**config.mk**
```make
export PLATFORM = sky130hd
export DESIGN_NAME = mult_job_sequencer
export DESIGN_NICKNAME = d
export VERILOG_FILES = /design/src/rtl/mult_job_sequencer.sv
export SDC_FILE = /design/constraint.sdc
export NUM_CORES = 1
export LEC_CHECK = 0
export ABC_AREA = 0
export CAP_MARGIN = 20
export CORE_MARGIN = 4
export CORE_UTILIZATION = 49
export DETAILED_ROUTE_END_ITERATION = 8
export PLACE_DENSITY_LB_ADDON = 0.15
export RECOVER_POWER = 50
export SETUP_SLACK_MARGIN = 0.15
export SYNTH_ARGS = -nofsm -noshare
export SYNTH_HDL_FRONTEND = slang
export SYNTH_SLANG_ARGS = --single-unit
```
**constraint.sdc**
```tcl
create_clock -name clk -period 2.4 [get_ports clk]
set_clock_uncertainty 0.05 [all_clocks]
set_input_delay 0.24 -clock clk [delete_from_list [all_inputs] [get_ports clk]]
set_output_delay 0.24 -clock clk [all_outputs]
set_load 0.01 [all_outputs]
```
**src/rtl/mult_job_sequencer.sv**
```systemverilog
// mult_job_sequencer: front end for the 8x8 Robertson's signed multiplier.
// Operand pairs are queued in a small FIFO. Each job gets a one-cycle restart
// pulse to the multiplier, and the operands stay stable while it runs. The
// multiplier's done is ignored for MIN_WAIT cycles after launch. The product
// is then returned on a single-entry valid/ready result register.
// Optional feature macro: SEQ_TIMEOUT_EN. When it is defined, a watchdog
// turns a job that never completes into an error result.
module mult_job_sequencer #(
    parameter int FIFO_DEPTH     = 4,
    parameter int MIN_WAIT       = 32,
    parameter int TIMEOUT_CYCLES = 255
) (
    input  logic        clk,
    input  logic        reset,
    input  logic        in_valid,
    output logic        in_ready,
    input  logic [7:0]  in_multiplier,
    input  logic [7:0]  in_multiplicand,
    output logic        out_valid,
    input  logic        out_ready,
    output logic [15:0] out_product,
    output logic        out_error,
    output logic        mult_rst,
    output logic [7:0]  mult_multiplier,
    output logic [7:0]  mult_multiplicand,
    input  logic        mult_done,
    input  logic [15:0] mult_product,
    output logic        busy
);

    localparam int PTR_W    = $clog2(FIFO_DEPTH);
    localparam int CNT_W    = PTR_W + 1;
    localparam int WCNT_MAX = (TIMEOUT_CYCLES > MIN_WAIT) ? TIMEOUT_CYCLES : MIN_WAIT;
    localparam int WCNT_W   = $clog2(WCNT_MAX + 1);

    localparam logic [CNT_W-1:0]  DEPTH_C    = CNT_W'(FIFO_DEPTH);
    localparam logic [WCNT_W-1:0] WAIT_MIN_C = WCNT_W'(MIN_WAIT);
    localparam logic [WCNT_W-1:0] WCNT_SAT_C = WCNT_W'(WCNT_MAX);
`ifdef SEQ_TIMEOUT_EN
    localparam logic [WCNT_W-1:0] TIMEOUT_C  = WCNT_W'(TIMEOUT_CYCLES);
`endif

    typedef enum logic [1:0] {
        S_IDLE,
        S_LAUNCH,
        S_WAIT,
        S_RESULT
    } state_e;

    // FIFO storage and bookkeeping
    logic [15:0]      mem_q [FIFO_DEPTH];
    logic [PTR_W-1:0] wr_ptr_q, wr_ptr_d;
    logic [PTR_W-1:0] rd_ptr_q, rd_ptr_d;
    logic [CNT_W-1:0] count_q, count_d;
    logic             push, pop;

    // Sequencer state, operand hold and result registers
    state_e            state_q, state_d;
    logic [WCNT_W-1:0] wcnt_q, wcnt_d;
    logic [7:0]        op_a_q, op_a_d;
    logic [7:0]        op_b_q, op_b_d;
    logic [15:0]       res_q, res_d;
    logic              mult_rst_q, mult_rst_d;
    logic              out_valid_q, out_valid_d;
    logic [15:0]       out_product_q, out_product_d;
`ifdef SEQ_TIMEOUT_EN
    logic              err_q, err_d;
    logic              out_error_q, out_error_d;
`endif

    // The ready flag depends on the count only, so a push into a full FIFO is
    // refused even when a pop happens in the same cycle.
    assign in_ready = (count_q != DEPTH_C);
    assign push     = in_valid && in_ready;
    assign pop      = (state_q == S_IDLE) && (count_q != '0);

    // FIFO pointer and occupancy update; the pointers wrap because the depth is a power of two
    always_comb begin
        // NOTE: every signal gets a default first, so no path leaves it unassigned and no latch is inferred.
        wr_ptr_d = wr_ptr_q;
        rd_ptr_d = rd_ptr_q;
        count_d  = count_q;
        if (push) wr_ptr_d = wr_ptr_q + PTR_W'(1);
        if (pop)  rd_ptr_d = rd_ptr_q + PTR_W'(1);
        case ({push, pop})
            2'b10:   count_d = count_q + CNT_W'(1);
            2'b01:   count_d = count_q - CNT_W'(1);
            default: count_d = count_q;
        endcase
    end

    // FIFO payload write; the stored entries are never read unless the count qualifies them
    always_ff @(posedge clk) begin
        // NOTE: the storage array has no reset; the reset pointers and count already mark it empty.
        if (push) mem_q[wr_ptr_q] <= {in_multiplier, in_multiplicand};
    end

    // Next-state logic for the job FSM and the result register
    always_comb begin
        state_d       = state_q;
        wcnt_d        = wcnt_q;
        op_a_d        = op_a_q;
        op_b_d        = op_b_q;
        res_d         = res_q;
        mult_rst_d    = 1'b0;
        out_valid_d   = out_valid_q;
        out_product_d = out_product_q;
`ifdef SEQ_TIMEOUT_EN
        err_d         = err_q;
        out_error_d   = out_error_q;
`endif

        // The consumer drains the result register; the RESULT state may refill it below.
        if (out_valid_q && out_ready) out_valid_d = 1'b0;

        case (state_q)
            S_IDLE: begin
                if (count_q != '0) begin
                    op_a_d     = mem_q[rd_ptr_q][15:8];
                    op_b_d     = mem_q[rd_ptr_q][7:0];
                    mult_rst_d = 1'b1;
                    state_d    = S_LAUNCH;
                end
            end
            S_LAUNCH: begin
                wcnt_d  = '0;
                state_d = S_WAIT;
            end
            S_WAIT: begin
                if (wcnt_q != WCNT_SAT_C) wcnt_d = wcnt_q + WCNT_W'(1);
                // The multiplier's done is a level that survives its restart.
                // A done seen during the blanking window belongs to the
                // previous job, so it is ignored.
                if (mult_done && (wcnt_q >= WAIT_MIN_C)) begin
                    res_d   = mult_product;
`ifdef SEQ_TIMEOUT_EN
                    err_d   = 1'b0;
`endif
                    state_d = S_RESULT;
                end
`ifdef SEQ_TIMEOUT_EN
                else if (wcnt_q >= TIMEOUT_C) begin
                    res_d   = 16'h0000;
                    err_d   = 1'b1;
                    state_d = S_RESULT;
                end
`endif
            end
            S_RESULT: begin
                if (!out_valid_q || out_ready) begin
                    out_valid_d   = 1'b1;
                    out_product_d = res_q;
`ifdef SEQ_TIMEOUT_EN
                    out_error_d   = err_q;
`endif
                    state_d       = S_IDLE;
                end
            end
            default: state_d = S_IDLE;
        endcase
    end

    // State registers; reset discards queued jobs, the in-flight job and any pending result
    always_ff @(posedge clk or posedge reset) begin
        // NOTE: sequential state uses non-blocking assignments so every flop samples pre-edge values.
        if (reset) begin
            wr_ptr_q      <= '0;
            rd_ptr_q      <= '0;
            count_q       <= '0;
            state_q       <= S_IDLE;
            wcnt_q        <= '0;
            op_a_q        <= '0;
            op_b_q        <= '0;
            res_q         <= '0;
            mult_rst_q    <= 1'b1;
            out_valid_q   <= 1'b0;
            out_product_q <= '0;
`ifdef SEQ_TIMEOUT_EN
            err_q         <= 1'b0;
            out_error_q   <= 1'b0;
`endif
        end else begin
            wr_ptr_q      <= wr_ptr_d;
            rd_ptr_q      <= rd_ptr_d;
            count_q       <= count_d;
            state_q       <= state_d;
            wcnt_q        <= wcnt_d;
            op_a_q        <= op_a_d;
            op_b_q        <= op_b_d;
            res_q         <= res_d;
            mult_rst_q    <= mult_rst_d;
            out_valid_q   <= out_valid_d;
            out_product_q <= out_product_d;
`ifdef SEQ_TIMEOUT_EN
            err_q         <= err_d;
            out_error_q   <= out_error_d;
`endif
        end
    end

    assign mult_rst          = mult_rst_q;
    assign mult_multiplier   = op_a_q;
    assign mult_multiplicand = op_b_q;
    assign out_valid         = out_valid_q;
    assign out_product       = out_product_q;
`ifdef SEQ_TIMEOUT_EN
    assign out_error         = out_error_q;
`else
    assign out_error         = 1'b0;
`endif
    assign busy = (state_q != S_IDLE) || (count_q != '0) || out_valid_q;

endmodule

```
-- Yosys cells after proc, flatten, opt, wreduce, memory -nomap -nowiden
Memory sizes are Yosys's and may differ from the RTL's. A register that Yosys moved wholly into a read port is not among the register bits.
Index checks and enable logic that the tools add are counted.
- input port bits: 37
- memories kept: 1
- memory bits (writable): 64
- register bits after elaboration: 51
- memory list (name ; depth ; width ; read ports ; clocked after memory_dff ; write ports ; RTL line ; RTL):
    mem_q ; 4 ; 16 ; 1 ; 1 ; 1 ; 51 ; logic [15:0] mem_q [FIFO_DEPTH];
- reduce and logical (&&, ||, !) cells: 18
- add/sub/neg operators: 5
- $lt $le $gt $ge: 1
- eq/ne operators: 11
- mux-type cells: 14
- operators with widths (operator ; number):
    8-bit one-hot mux with 2 select lines ; 1
    8-bit by 1-bit adder with 8-bit output, second input constant ; 1
    8-bit by 6-bit greater-or-equal comparator with 1-bit output, second input constant ; 1
    8-bit two-way mux ; 1
    8-bit != test, second input constant ; 1
    2-bit one-hot mux with 4 select lines ; 1
    2-bit AND reduction ; 4
    1-bit two-way mux ; 7
    2-bit equality test, second input constant ; 3
    2-bit two-way mux ; 3
    2-bit != test, second input constant ; 3
    3-bit one-hot mux with 2 select lines ; 1
    2-bit nonzero test ; 3
    2-bit by 1-bit adder with 2-bit output, second input constant ; 2
    2-bit by 1-bit equality test with 1-bit output, second input constant ; 2
    1-bit logical AND ; 4
    3-bit by 1-bit adder with 3-bit output, second input constant ; 1
    1-bit logical OR ; 3
    3-bit != test, second input constant ; 1
    3-bit AND reduction ; 1
    3-bit nonzero test ; 1
    3-bit by 1-bit subtractor with 3-bit output, second input constant ; 1
    2-bit zero test ; 1
    2-bit by 1-bit != test with 1-bit output, second input constant ; 1
    1-bit zero test ; 1

-- Longest topological paths before layout
Gate-level depths: netlist of the first run.
- depth after elaboration: 4
- mapped depth: 11

-- Worst setup path before layout of the first run
No wires, ideal clock.
- kind: reg2reg
- start point: reg state_q[0]
- end point: reg count_q[2]
- setup time: 0.079 ns
- data arrival time: 2.189 ns
- data required time: 2.271 ns
- path slack: 0.082 ns
- stages on the path, launching flop included: 12
- path through: dfrtp_1 inv_1 ha_1 nor2b_1 buf_2 buf_2 ha_1 inv_1 fa_1 xor2_1 nor2_1 xor2_1
- word-level cells in the longest chain between the ends: 4
- RTL lines (element ; RTL line ; RTL):
    from (decl) ; 58 ; state_e state_q, state_d;
    from (signal assigned) ; 186 ; state_q <= state_d;
    2-bit zero test * ; 75 ; assign pop = (state_q == S_IDLE) && (count_q != '0);
    1-bit logical AND * ; 75 ;
    2-bit by 1-bit equality test with 1-bit output / 2-bit equality test (equally long branches) ; 85 ; case ({push, pop})
    3-bit one-hot mux with 2 select lines / 2-bit nonzero test (equally long branches) ; -- ;
    to (signal assigned) ; 185 ; count_q <= count_d;
    to (decl) ; 54 ; logic [CNT_W-1:0] count_q, count_d;
Every way passes the cells marked *; elsewhere a longest branch is shown, timed or not.
A chain may end at the register's enable or synchronous reset.

-- Worst setup path in the final report of the first run
- start point: reg count_q[0]
- end point: out busy
- word-level cells in the longest chain between the ends: 3
- RTL lines (element ; RTL line ; RTL):
    3-bit nonzero test ; 211 ; assign busy = (state_q != S_IDLE) || (count_q != '0) || out_valid_q;
    1-bit logical OR (2 in series) ; 211 ;
    to (decl) ; 28 ; output logic busy
No other way between the ends.

==> results.yml, run 1 <==
pwr:
  power_density_nw_per_um2: 1290
  vdd_drop_max_mv: 0.664
  p_leak_nw: 2.68
route:
  num_vias: 2771
  wl_per_cell_um: 17.0
  first_pass_iters: 4
  wl_um: 9200
  viasPerCell: 5.12
  antenna_left: 0
  drc: 0
  drtIter0Drc: 104
sta:
  slew_violations: 0
  fmax_mhz: 471
  max_slew.worst_pin.slew_ps: 696
  final_hold_viol_count: 0
  finalSetupViolCount: 0
  finalCritPeriodShare_pct: 88.6
  whs_ps: 298
  slew-limit-headroom_pct: 53.6
  setup_slack_ps: 275
  rsz0062_at_grt: "false"
  layout_min_cycle_time_ps: 2130
  tns_ps: 0
synth:
  yosys_most_used_dff: "dfrtp_1"
  synth_common_cells: "dfrtp_1 (66), edfxtp_1 (64), mux2_2 (41)"
  yosysWarnings: 0
  yosys.area.top_type: "edfxtp_1"
  synth.most_common_cell: "dfrtp_1"
  synthesis.area_um2: 5270
  synth_seq_cells: 131
  synth_edf_count: 64
  synth_area_per_cell_um2: 17.7
  ys_seq_area_share_pct: 68.3
  yosys-top-cells-area: "edfxtp_1 (36%), dfrtp_1 (31%), mux2_2 (8.8%)"
  ys_types: 43
  synthArstFlopShare_pct: 51.1
  syn_nets: 348
  postSynthCellCount: 298
  synth_top_area_share_pct: 36.5
floorplan:
  initial_core_util_pct: 50.6
  die_y_um: 112
  fp-row-count: 37
  die-area_um2: 12500
  core_um2: 10400
  die_w_um: 112
  num_io_pins: 74
setup_path:
  cp_top_family: "simple AND/OR/NAND/NOR gates"
  cp.required_ps: 2110
  arrival_ps: 1840
  crit_slowest_cell: "dfrtp_1"
  path_buf_inv: 1
  startpoint_type: "register"
  crit_fanout: 3
  slowest_delay_ps: 420
  cp-end-kind: "output pin"
  path_cells: "nor3_2 > nand2_1 > or2_2 > dlygate4sd2_1"
  critical_path_class: "reg2out"
clocking:
  cts_tree: "yes"
  ctsHtreeMaxLevel: 4
  root_buffer: "clkbuf_8"
  cts_buffers: 17
  post_cts.repair.setup_buffers: 0
  clk_latency_ps: 510
  clk_pin_slew_ps: 60
  clock_sinks: 131
  cts.path.max_buffers: 2
placed_design:
  dp.final_hpwl_um: 6090
  globalplace.congestion: 0.725
  place_area_um2: 6220
  portBuffers: 72
  pre_cts_ws_ps: 287
min_path:
  hold_path_class: "in2reg"
grt:
  grt_pass1_wl_um: 15400
  grtUsageTotal_pct: 16.1
  grt_pass1_vias: 2989
  grt_max_degree: 38
  gr-total-overflow: 0
  antenna_found_initial: 0
flow_run:
  maxCapViolations: 0
cells_and_area:
  drive_gt1_share_pct: 28.6
  final_core_util_pct: 64.9
  finalNetCount: 442
  antenna_cells: 0
  n_fill_cell: 765
  fin_area_um2: 6760
  syn2layout_area_growth_pct: 28.4
outcome:
  status: "finished, final reports clean"
-- per-layer routing --
metal	vias to the layer above	wire [µm]	GRT usage, %
li1	1308	-	-
met1	1386	4010	20.6
met3	11	486	5.92
met5	-	0	0
met4	0	127	5.11
met2	66	4580	25.9
-- flip-flops by register name, indices dropped and copies added, names as in the netlist --
| register | count |
|---|---|
| count_q | 3 |
| mem_q | 64 |
| mult_multiplicand | 8 |
| mult_multiplier | 8 |
| mult_rst | 1 |
| out_product | 16 |
| out_valid | 1 |
| rd_ptr_q | 2 |
| res_q | 16 |
| state_q | 2 |
| wcnt_q | 8 |
| wr_ptr_q | 2 |
-- metrics by stage --
stage	power [mW]	std cells
after detailed placement	6.54	508
final	8.73	541
after global routing	9.27	541
after CTS	8.87	541
after floorplan	5.33	298
after global placement	6.44	508
-- placed cells by master, fill, tap and decap left out, types with 4 or more instances in the layout --
cell	synthesis	layout
nor2_1	5	5
ha_1	12	12
nand2_1	6	6
and3_1	5	5
buf_4	3	7
mux2_4	10	10
dfrtp_1	66	66
inv_1	14	13
clkinv_2	0	4
clkdlybuf4s50_1	0	54
a31oi_1	4	4
mux2_2	41	41
a21oi_1	4	4
mux4_2	16	16
edfxtp_1	64	64
dlygate4sd3_1	0	18
clkbuf_16	0	16
clkinvlp_4	0	6
-- cells by family (layout without fill, tap and decap cells) --
family | count (synthesis) | after routing | synth area share, %
DFF | 131 | 131 | 68.3
muxes | 69 | 69 | 18.8
and+or+nand+nor | 31 | 31 | 3.14
buffers and inverters | 27 | 134 | 2.83
AOI/OAI and AO/OA | 20 | 20 | 2.57
adders and majority gates | 13 | 13 | 3.23
xor gates and xnor gates | 6 | 6 | 0.998
other | 1 | 1 | 0.0712
-- worst register-to-register path, cell delays in order (launching register included) --
cell     delay, ps
dfrtp_1        390
inv_1          150
nand3_4        110
and2_0         220
inv_1           80
ha_1           180
inv_1           60
fa_1           370
xor2_1         150
nor2_1         110
xor2_1         150
-- power breakdown --
| part | internal, mW | leakage [nW] | total (mW) | switching (mW) |
|---|---|---|---|---|
| clock network | 1.36 | 0.246 | 2.29 | 0.928 |
| registers | 3.13 | 1.40 | 3.50 | 0.367 |
| logic | 1.73 | 1.04 | 2.95 | 1.22 |
-- final timing paths --
path | start | to | slack [ps] | cells past startpoint
worst max register to register | count_q[1]$_DFFE_PP0P_ | count_q[2]$_DFFE_PP0P_ | 320 | 10
worst min register to register | out_product[11]$_DFFE_PP0P_ | out_product[11]$_DFFE_PP0P_ | 450 | 1
min in group asynchronous | reset | mult_multiplicand[6]$_DFFE_PP0P_ | 780 | 3
max in group asynchronous | reset | out_product[6]$_DFFE_PP0P_ | 510 | 4
worst min-delay path | mult_product[11] | res_q[11]$_DFFE_PP0P_ | 300 | 2
worst max-delay path | count_q[0]$_DFFE_PP0P_ | busy | 270 | 4
-- area by class of cell --
cell class | instances | area (µm²) | share of cell area [%]
flip-flops and latches | 131 | 3600 | 53.2
multi-input cells | 140 | 1540 | 22.8
repair buffers | 87 | 862 | 12.7
clock buffers | 18 | 418 | 6.18
well taps | 136 | 170 | 2.52
clock inverters | 14 | 116 | 1.72
inverters | 15 | 56.3 | 0.833
-- what timing repair did --
item	4_1_cts	5_1_grt
endpoints found under the setup margin	1	1
hold buffers	1	0
resized for setup	2	3
endpoints found under the hold margin	14	0
Note: power is estimated with default switching activity, not from simulation.
==> inputs of run 2 (changes only) <==
--- a/config.mk
+++ b/config.mk
@@ -12,7 +12,7 @@
 export DETAILED_ROUTE_END_ITERATION = 8
 export PLACE_DENSITY_LB_ADDON = 0.15
 export RECOVER_POWER = 50
-export SETUP_SLACK_MARGIN = 0.15
+export SETUP_SLACK_MARGIN = 0.05
 export SYNTH_ARGS = -nofsm -noshare
 export SYNTH_HDL_FRONTEND = slang
 export SYNTH_SLANG_ARGS = --single-unit
==> run 2 against run 1 <==
Register-to-register slack got worse by 160 ps. First-iteration DRC count grew 8.7%. Final cell count grew 0.37%. Combinational power about the same. Clock-buffer cell count up 1. Non-clock buffer count grew 2. Global-route usage grew 0.21 points. Largest cell class unchanged. Die area did not move. Sequential share of layout area is 0.11 points lower.
==> results.yml, run 2 (synthesized netlist as in run 1, its figures left out) <==
outcome:
  status: "finished, final reports clean"
grt:
  antenna_found_initial: 0
  grt_pass1_vias: 3090
  grt_max_degree: 47
  grtUsageTotal_pct: 16.3
  gr-total-overflow: 0
  grt_pass1_wl_um: 15700
min_path:
  hold_depth: 2
  min_to: "res_q[8]$_DFFE_PP0P_"
  min_from: "mult_product[8]"
  hold_path_class: "in2reg"
floorplan:
  die_y_um: 112
  die_w_um: 112
  num_io_pins: 74
  fp-row-count: 37
  initial_core_util_pct: 50.6
  die-area_um2: 12500
  core_um2: 10400
sta:
  layout_min_cycle_time_ps: 2240
  final_hold_viol_count: 0
  finalCritPeriodShare_pct: 93.5
  slew_violations: 0
  fmax_mhz: 446
  rsz0062_at_grt: "false"
  slew-limit-headroom_pct: 38.9
  tns_ps: 0
  finalSetupViolCount: 0
  max_slew.worst_pin.slew_ps: 916
pwr:
  power_density_nw_per_um2: 1320
  swShare_pct: 28.5
  pwr-share-clk_pct: 28.2
  p_leak_nw: 2.70
  p_seq_share_pct: 38.9
  combPwrFrac_pct: 33.0
  vdd_drop_max_mv: 0.728
  power_switching_mw: 2.55
  p_int_mw: 6.41
placed_design:
  dp.final_hpwl_um: 6120
  portBuffers: 72
  globalplace.congestion: 0.750
  place_inst: 510
clocking:
  root_buffer: "clkbuf_8"
  clk_latency_ps: 510
  cts.path.max_buffers: 2
  post_cts.repair.setup_buffers: 0
  clock_sinks: 131
  ctsHtreeMaxLevel: 4
  clk_pin_slew_ps: 60
  cts_tree: "yes"
  cts_buffers: 17
cells_and_area:
  seqCellArea_um2: 3600
  regMostFlops: "mem_q"
  n_fill_cell: 750
  finalNetCount: 444
  final_cell_mix: "dfrtp_1 (66), edfxtp_1 (64), clkdlybuf4s50_1 (54)"
  multi_input_area_um2: 1530
  largest_reg_flops: 64
  layout.cells.non_filler: 543
  drive_gt1_share_pct: 27.8
  antenna_cells: 0
  syn2layout_area_growth_pct: 28.6
  final_common_cell: "dfrtp_1"
setup_path:
  worstRegToRegCells: 10
  worst_r2r_endpoint: "count_q[2]$_DFFE_PP0P_"
  r2r_slack_ps: 160
  arrival_ps: 2630
  crit_fanout: 6
  cp.required_ps: 2780
  r2r_start: "count_q[0]$_DFFE_PP0P_"
  critical_path_class: "reg2reg"
  startpoint_type: "register"
  cp-end-kind: "register"
route:
  antenna_left: 0
  wl_per_cell_um: 17.4
  drtIter0Drc: 113
  viasPerCell: 5.26
  wl_met3_um: 454
  wl_um: 9450
  first_pass_iters: 5
  num_vias: 2855
  drc: 0
  highest_layer: "met4"
  wl_met1_um: 4180
  wl_met2_um: 4690
flow_run:
  maxCapViolations: 0
==> run 2: cell types whose count changed in the layout (fill, tap and decap cells not counted) <==
cell        change
and2_0          -1
and2_1          +1
buf_12          -2
buf_4           +1
bufinv_16       +2
clkbuf_1        +4
clkinv_2        -2
clkinvlp_4      -2
inv_6           +1
nand3_1         +1
nand3_4         -1
==> run 2: metal layers <==
metal  vias up  track usage (%)
li1       1310                -
met1      1465             21.5
met2        69             25.7
met3        11             5.11
met4         0             6.08
met5         -                0
==> run 2: worst max-delay path: stages (launching register included) <==
cell,delay (ps)
dfrtp_1,420
inv_1,120
nand3_1,180
and2_1,260
inv_1,70
ha_1,190
inv_1,70
fa_1,390
xor2_1,160
nor2_1,110
xor2_1,150
==> run 2: how the worst max path moves through the flow <==
stage                                 startpoint                      to  slack, ps  depth (start not counted)
final                     count_q[0]$_DFFE_PP0P_  count_q[2]$_DFFE_PP0P_        160                         10
after global routing      count_q[0]$_DFFE_PP0P_  count_q[2]$_DFFE_PP0P_         60                         10
after CTS                 count_q[0]$_DFFE_PP0P_  count_q[2]$_DFFE_PP0P_        150                         10
after detailed placement  count_q[0]$_DFFE_PP0P_  count_q[2]$_DFFE_PP0P_        210                         10
after global placement                  in_valid  count_q[2]$_DFFE_PP0P_        350                          9
after floorplan           state_q[0]$_DFFE_PP0P_  count_q[2]$_DFFE_PP0P_         80                         11
==> run 2: power by group through the flow <==
| stage | Clock [mW] | Sequential [mW] | Combinational (mW) |
|---|---|---|---|
| floorplan | 0 | 3.57 | 1.74 |
| global placement | 0 | 3.48 | 2.97 |
| detailed placement | 0 | 3.52 | 3.02 |
| CTS | 2.58 | 3.49 | 3.06 |
| global route | 2.68 | 3.57 | 3.24 |
| finish | 2.52 | 3.48 | 2.95 |
==> run 2: cell type report <==
| cell class | instances | area share (%) |
|---|---|---|
| Tap cell | 136 | 2.51 |
| Inverter | 15 | 0.831 |
| Sequential cell | 131 | 53.1 |
| Timing Repair Buffer | 89 | 12.4 |
| Clock inverter | 13 | 2.36 |
| Clock buffer | 19 | 6.22 |
| Multi-Input combinational cell | 140 | 22.5 |
==> run 2: what timing repair did <==
action                                  4_1_cts  5_1_grt
hold buffers                                  1        0
gates resized for setup                       3        0
endpoints found under the setup margin        1        0
endpoints found under the hold margin         9        0
==> run 2: through the flow <==
step                      worst slack, ps  power [mW]  hold slack, ps  instance area (µm²)  utilization (%)
after global placement                352        6.45             430                 6210             59.7
after global routing                 59.0        9.48             274                 6780             65.0
after detailed placement              215        6.54             442                 6210             59.7
final                                 156        8.96             296                 6780             65.0
after CTS                             149        9.12             271                 6810             65.4
after floorplan                      81.7        5.31             289                 5270                -
